$ cat config.mk
export PLATFORM = sky130hd
export DESIGN_NAME = multi_evt_counter
export DESIGN_NICKNAME = d
export VERILOG_FILES = /design/src/rtl/multi_evt_counter.sv
export SDC_FILE = /design/constraint.sdc
export NUM_CORES = 1
export LEC_CHECK = 0
export BUFFER_PORTS_ARGS = -buffer_cell sky130_fd_sc_hd__buf_2
export CORE_ASPECT_RATIO = 1.25
export CORE_MARGIN = 3
export CORE_UTILIZATION = 52
export CTS_CLUSTER_SIZE = 28
export DETAILED_ROUTE_END_ITERATION = 8
export PLACE_DENSITY = 0.79
export RECOVER_POWER = 25
export SYNTH_ARGS = -nofsm -noshare
export SYNTH_HDL_FRONTEND = slang
export SYNTH_SLANG_ARGS = --single-unit
$ cat constraint.sdc
create_clock -name clk_in -period 2.1 [get_ports clk_in]
set_clock_uncertainty 0.1 [all_clocks]
set_input_delay 0 -clock clk_in [delete_from_list [all_inputs] [get_ports clk_in]]
set_output_delay 0 -clock clk_in [all_outputs]
set_load 0.005 [all_outputs]
$ cat src/rtl/multi_evt_counter.sv
// NUM_CH independent modulo event counters (wrap or saturate) plus a snapshot
// engine that freezes all counts and streams them out one channel per beat.
module multi_evt_counter #(
    parameter int NUM_CH    = 4,
    parameter int MAX_COUNT = 256,
    parameter int SATURATE  = 0,
    localparam int CW = $clog2(MAX_COUNT),
    localparam int IW = (NUM_CH > 1) ? $clog2(NUM_CH) : 1
) (
    input  logic                 clk_in,
    input  logic                 rst_in,
    input  logic [NUM_CH-1:0]    evt_in,
    input  logic [NUM_CH-1:0]    dec_in,
    input  logic [NUM_CH-1:0]    clr_in,
    output logic [NUM_CH*CW-1:0] count_out,
    output logic [NUM_CH-1:0]    wrap_out,
    input  logic                 snap_in,
    output logic                 busy_out,
    output logic                 dump_valid_out,
    input  logic                 dump_ready_in,
    output logic [IW-1:0]        dump_ch_out,
    output logic [CW-1:0]        dump_data_out
);

    localparam logic [CW:0]   TOP     = (CW+1)'(MAX_COUNT - 1);
    localparam logic [IW-1:0] LAST_CH = IW'(NUM_CH - 1);

    typedef enum logic {IDLE, DUMP} state_t;

    state_t            state;
    state_t            state_nxt;
    logic [CW-1:0]     cnt      [NUM_CH];
    logic [CW-1:0]     cnt_nxt  [NUM_CH];
    logic [CW-1:0]     shadow   [NUM_CH];
    logic [NUM_CH-1:0] wrap_nxt;
    logic [IW-1:0]     idx;

    // Widened by one bit so the top-of-range compare is exact for any modulus.
    always_comb begin
        logic [CW:0] ext;
        logic [CW:0] ext_inc;
        logic [CW:0] ext_dec;
        ext     = '0;
        ext_inc = '0;
        ext_dec = '0;
        for (int unsigned i = 0; i < NUM_CH; i++) begin
            ext         = {1'b0, cnt[i]};
            ext_inc     = ext + 1'b1;
            ext_dec     = ext - 1'b1;
            cnt_nxt[i]  = cnt[i];
            wrap_nxt[i] = 1'b0;
            if (clr_in[i]) begin
                cnt_nxt[i] = '0;
            end else if (evt_in[i] && !dec_in[i]) begin
                if (ext == TOP) begin
                    wrap_nxt[i] = 1'b1;
                    if (SATURATE == 0) cnt_nxt[i] = '0;
                end else begin
                    cnt_nxt[i] = ext_inc[CW-1:0];
                end
            end else if (dec_in[i] && !evt_in[i]) begin
                if (ext == '0) begin
                    wrap_nxt[i] = 1'b1;
                    if (SATURATE == 0) cnt_nxt[i] = TOP[CW-1:0];
                end else begin
                    cnt_nxt[i] = ext_dec[CW-1:0];
                end
            end
        end
    end

    always_ff @(posedge clk_in) begin
        if (rst_in) begin
            for (int unsigned i = 0; i < NUM_CH; i++) cnt[i] <= '0;
            wrap_out <= '0;
        end else begin
            for (int unsigned i = 0; i < NUM_CH; i++) cnt[i] <= cnt_nxt[i];
            wrap_out <= wrap_nxt;
        end
    end

    always_comb begin
        count_out = '0;
        for (int unsigned i = 0; i < NUM_CH; i++) count_out[i*CW +: CW] = cnt[i];
    end

    always_ff @(posedge clk_in) begin
        if (rst_in) state <= IDLE;
        else        state <= state_nxt;
    end

    always_comb begin
        state_nxt = state;
        case (state)
            IDLE:    if (snap_in) state_nxt = DUMP;
            DUMP:    if (dump_ready_in && idx == LAST_CH) state_nxt = IDLE;
            default: state_nxt = IDLE;
        endcase
    end

    // Shadow captures the pre-update counts, so a same-cycle event lands only in the live count.
    always_ff @(posedge clk_in) begin
        if (rst_in) begin
            idx <= '0;
            for (int unsigned i = 0; i < NUM_CH; i++) shadow[i] <= '0;
        end else if (state == IDLE) begin
            if (snap_in) begin
                idx <= '0;
                for (int unsigned i = 0; i < NUM_CH; i++) shadow[i] <= cnt[i];
            end
        end else if (dump_ready_in && idx != LAST_CH) begin
            idx <= idx + 1'b1;
        end
    end

    always_comb begin
        busy_out       = (state == DUMP);
        dump_valid_out = (state == DUMP);
        dump_ch_out    = '0;
        dump_data_out  = '0;
        if (state == DUMP) begin
            dump_ch_out   = idx;
            dump_data_out = shadow[idx];
        end
    end

endmodule

======== After elaboration in Yosys (flattened, before gate mapping) ========
Memory sizes are Yosys's and may differ from the RTL's. A register that Yosys moved wholly into a read port is not among the register bits.
Index checks and enable logic that the tools add are counted.
storage, ports and cells
  output and inout port bits .............. 48
  bits in registers ....................... 7
  logic and storage cells ................. 121
  RAM bits ................................ 64
  memories ................................ 2
cells by class
  bitwise logic cells ..................... 9
  mux-type cells .......................... 60
  reduce and logical (&&, ||, !) cells .... 28
  $add $sub $neg .......................... 9
  equal/unequal tests ..................... 7
memory list
  name    words  width  rd ports  clocked after memory_dff  wr ports  line  RTL
  cnt     4      8      4         0                         4         32    logic [CW-1:0] cnt [NUM_CH];
  shadow  4      8      1         1                         4         34    logic [CW-1:0] shadow [NUM_CH];
operators by type and width
  cell                                                                count
  8-bit two-way mux                                                   29
  8-bit by 1-bit adder with 8-bit output, second input constant       4
  8-bit equality test, second input constant                          4
  8-bit logical NOT                                                   4
  8-bit by 1-bit subtractor with 8-bit output, second input constant  4
  1-bit two-way mux                                                   24
  2-bit two-way mux                                                   6
  1-bit logical AND                                                   10
  1-bit logical NOT                                                   8
  1-bit bitwise OR                                                    8
  2-bit OR reduction                                                  4
  2-bit by 1-bit adder with 2-bit output, second input constant       1
  2-bit equality test, second input constant                          1
  2-bit by 1-bit != test with 1-bit output, second input constant     1
  2-bit != test, second input constant                                1
  1-bit one-hot mux with 2 select lines                               1
  2-bit AND reduction                                                 1
  2-bit nonzero test                                                  1
  1-bit inverter                                                      1

======== Logic depth before layout (Yosys ltp) ========
  depth in word-level cells ............... 6
  gate-level depth with buffers ........... 7
  depth with buffers taken out ............ 6

======== Worst setup path after synthesis ========
OpenSTA, ideal clock, no wires.
  path type ............................... register to register
  start ................................... memory cnt[0][0] in the netlist's numbering
  end ..................................... memory cnt[0][2] in the netlist's numbering
  buffers on the path ..................... 1
  path slack .............................. 0.006 ns
  cell stages (with the launch flop) ...... 8
  data arrival time ....................... 1.924 ns
  library setup time ...................... 0.070 ns
  cell sequence ........................... dfxtp_1 > clkbuf_1 > inv_1 > ha_1 > or3b_2 > or3_1 > a211o_1 > a21oi_1
RTL lines
  item             line
  start, declared  32

==> run_results.csv <==
group,metric,value,unit
run_status,outcome,"completed",
placed_design,gp_congestion,0.9280,
drt,wl,12.02,mm
synth,ys_warn_count,0,
drt,drc,0,
synth,async_flop_share,0,
critical_path,cpPeakStageDelay,0.46,ns
drt,routed-via-count,4352,
synth,yosysSeqAreaShare,0.3878,
hold_path,hp-class,"in2reg",
critical_path,endpoint,"cnt[3][0]",
power_and_ir_drop,ir_drop,0.3967,mV
clocking,clkSlewWorstSetupHoldPaths,0.09,ns
timing,rsz0062_at_grt,"no",
synth,ys.flop_type,"dfxtp_1",
power_and_ir_drop,leakage,2.203,nW
drt,viasPerCell,6.044,
placed_design,dp.cells,695,
critical_path,crit_chain,"inv_2 -> ha_1 -> or3b_2 -> or3_1 -> a211o_1 -> a21oi_1",
global_route,antenna_found_initial,0,
critical_path,criticalPathCategory,"reg2reg",
timing,slew_headroom,0.6030,
power_and_ir_drop,powerDensity,725.4,mW/mm^2
timing,setup_viol,0,
global_route,grt_pass1_vias,4177,
placed_design,portBuffers,63,
clocking,cts_max_level,3,
floorplanning,fp.dieArea,0.01001,mm^2
finish,num_antenna_cells,0,
floorplanning,ios,64,
synth,avgSynthCellArea,8.870,um^2
hold_path,holdPathStages,5,
clocking,cts.sinks,73,
timing,hold_violations,0,
drt,dr.pass1.iters,7,
clocking,cts_setup_buffers,0,
floorplanning,num_rows,37,
global_route,grt_first_pass_wirelength,20.38,mm
synth,yosysTopAreaCellShare,0.2092,
synth,synthesis.nets,555,
synth,ys_ff_latch,73,
critical_path,cp-startpoint,"cnt[3][0]",
critical_path,reg2reg_slack,0.13,ns
placed_design,dp_hpwl,8.321,mm
clocking,cts_root_buf,"clkbuf_8",
drt,first_iter_violations,298,
floorplanning,die_w,90.08,um
timing,drv_slew,0,
global_route,grt_max_degree,20,
finish,drive_gt1_frac,0.2206,
finish,nets,635,
critical_path,cp_slowest_cell,"or3b_2",
drt,ant_nets,0,
synth,synth-edff-count,32,
global_route,gr-total-overflow,0,
synth,synth.distinct_cells,67,
synth,netlist_instances,518,
synth,yosys.area.top_type,"edfxtp_1",
critical_path,startpoint_type,"flip-flop",
critical_path,r2r-start,"cnt[3][0]",
synth,synthTopCellsByCount,"dfxtp_1, a21oi_1, clkbuf_1",
finish,final_cells,720,
critical_path,cp_max_fo,3,
floorplanning,die_h,111.1,um
clocking,cts_buffer_depth,2,
floorplanning,fp.coreArea,0.008426,mm^2
clocking,cts_tree,"built",
timing,tns,0,ns
critical_path,rr_endpoint,"cnt[3][0]",
critical_path,required,2.28,ns
critical_path,arrival,2.15,ns
synth,synthTopCellsByArea,"edfxtp_1, dfxtp_1, ha_1, and2_1, a21oi_1",
timing,whs,0.003947,ns
synth,yosysMostFrequentCell,"dfxtp_1",
timing,tightestPinTransition,0.5805,ns
critical_path,reg2regPathDepth,6,
clocking,cts_buffers,9,
timing,final.period_utilization,0.9403,
finish,area_growth,18.95,%
run,drv_cap,0,
timing,fmax,506.4,MHz
floorplanning,start_util,0.5453,
timing,fin_crit,1.975,ns
synth,syn_area,0.004594,mm^2
drt,wl_per_cell,16.69,um
critical_path,end_kind,"flip-flop",
clocking,clk_latency,0.36,ns
global_route,globalRouteTotalUtil,0.2448,
## worst min path at each step
stage	to	startpoint
after floorplan	busy_out	dump_ready_in
after global placement	busy_out	dump_ready_in
after detailed placement	busy_out	dump_ready_in
after CTS	wrap_out[0]	evt_in[0]
after global routing	wrap_out[3]	evt_in[3]
final	wrap_out[0]	evt_in[0]
## worst max-delay path, delay by kind of cell, from the launching register on
| kind | cells | cell delay, ns |
|---|---|---|
| compound gates | 2 | 0.44 |
| fa+ha+maj | 1 | 0.15 |
| buf+inv | 1 | 0.08 |
| flops | 1 | 0.33 |
| simple gates | 2 | 0.82 |
## cell families after synthesis
| family | synth area share |
|---|---|
| muxes | 0.03922 |
| AOI/OAI and AO/OA | 0.1953 |
| buffers and inverters | 0.06727 |
| and+or+nand+nor | 0.2361 |
| xor gates and xnor gates | 0.01716 |
| DFF | 0.3878 |
| adders and majority gates | 0.05719 |
## stage by stage
step / area (um^2) / util / worst slack (ns) / total power (W)
2_1_floorplan: 4594 / - / 0.006279 / 0.002258
3_3_place_gp: 5164 / 0.6129 / 0.1810 / 0.002509
3_5_place_dp: 5164 / 0.6129 / 0.08425 / 0.002534
4_1_cts: 5523 / 0.6555 / 0.03947 / 0.003968
5_1_grt: 5465 / 0.6486 / 0.006539 / 0.004148
6_report: 5465 / 0.6486 / 0.1253 / 0.003965
## final cells by class
class / instances / area, um^2
inverter: 33 / 123.9
tap: 117 / 146.4
clock buffer: 11 / 162.7
fill: 722 / 2960
sequential: 73 / 1784
clock inverter: 5 / 98.84
timing repair buffer: 111 / 624.3
multi-input combinational: 370 / 2525
## timing repair
| action | 4_1_cts | 5_1_grt |
|---|---|---|
| hold endpoints to repair | 34 | 0 |
| pin swaps | 0 | 0 |
| hold buffers | 9 | 0 |
| resized for setup | 1 | 9 |
| setup endpoints to repair | 1 | 11 |
## registers in the layout (all words and copies together) (netlist names), named ones only
register  cells
busy_out      1
cnt          32
idx           2
shadow       32
wrap_out      4
## layer usage
layer	track usage	vias to the layer above	share of wire
li1	-	2064	-
met1	0.3003	2034	0.40
met2	0.4342	225	0.50
met3	0.04277	29	0.069
met4	0.07763	0	0.024
met5	0	-	0
## report_power, final
part | leakage, nW | switching, W | total (W) | internal [W]
combinational | 1.39 | 0.000505 | 0.000896 | 0.000392
clock | 0.132 | 0.000537 | 0.00143 | 0.000888
sequential | 0.682 | 0.0000718 | 0.00164 | 0.00157
total | 2.20 | 0.00111 | 0.00396 | 0.00285
## placed cells by master, fill, tap and decap left out, types with 4 or more instances in the layout
master,instances
nand3_1,12
o31ai_1,4
inv_1,29
a21oi_1,36
dfxtp_1,39
a311oi_1,4
nand2b_1,6
nand2_1,27
buf_4,21
buf_2,58
a31oi_1,9
a211oi_1,6
mux4_2,8
o21ai_0,27
ha_1,21
nor3_1,31
clkbuf_8,10
and2_1,30
or2_2,7
o21a_1,4
or3_1,4
nor4_1,8
clkbuf_1,22
edfxtp_1,32
xnor2_1,6
nor2_1,34
nand4_1,11
a211o_1,6
dlygate4sd3_1,9
Power figures use the tool's default switching activity.
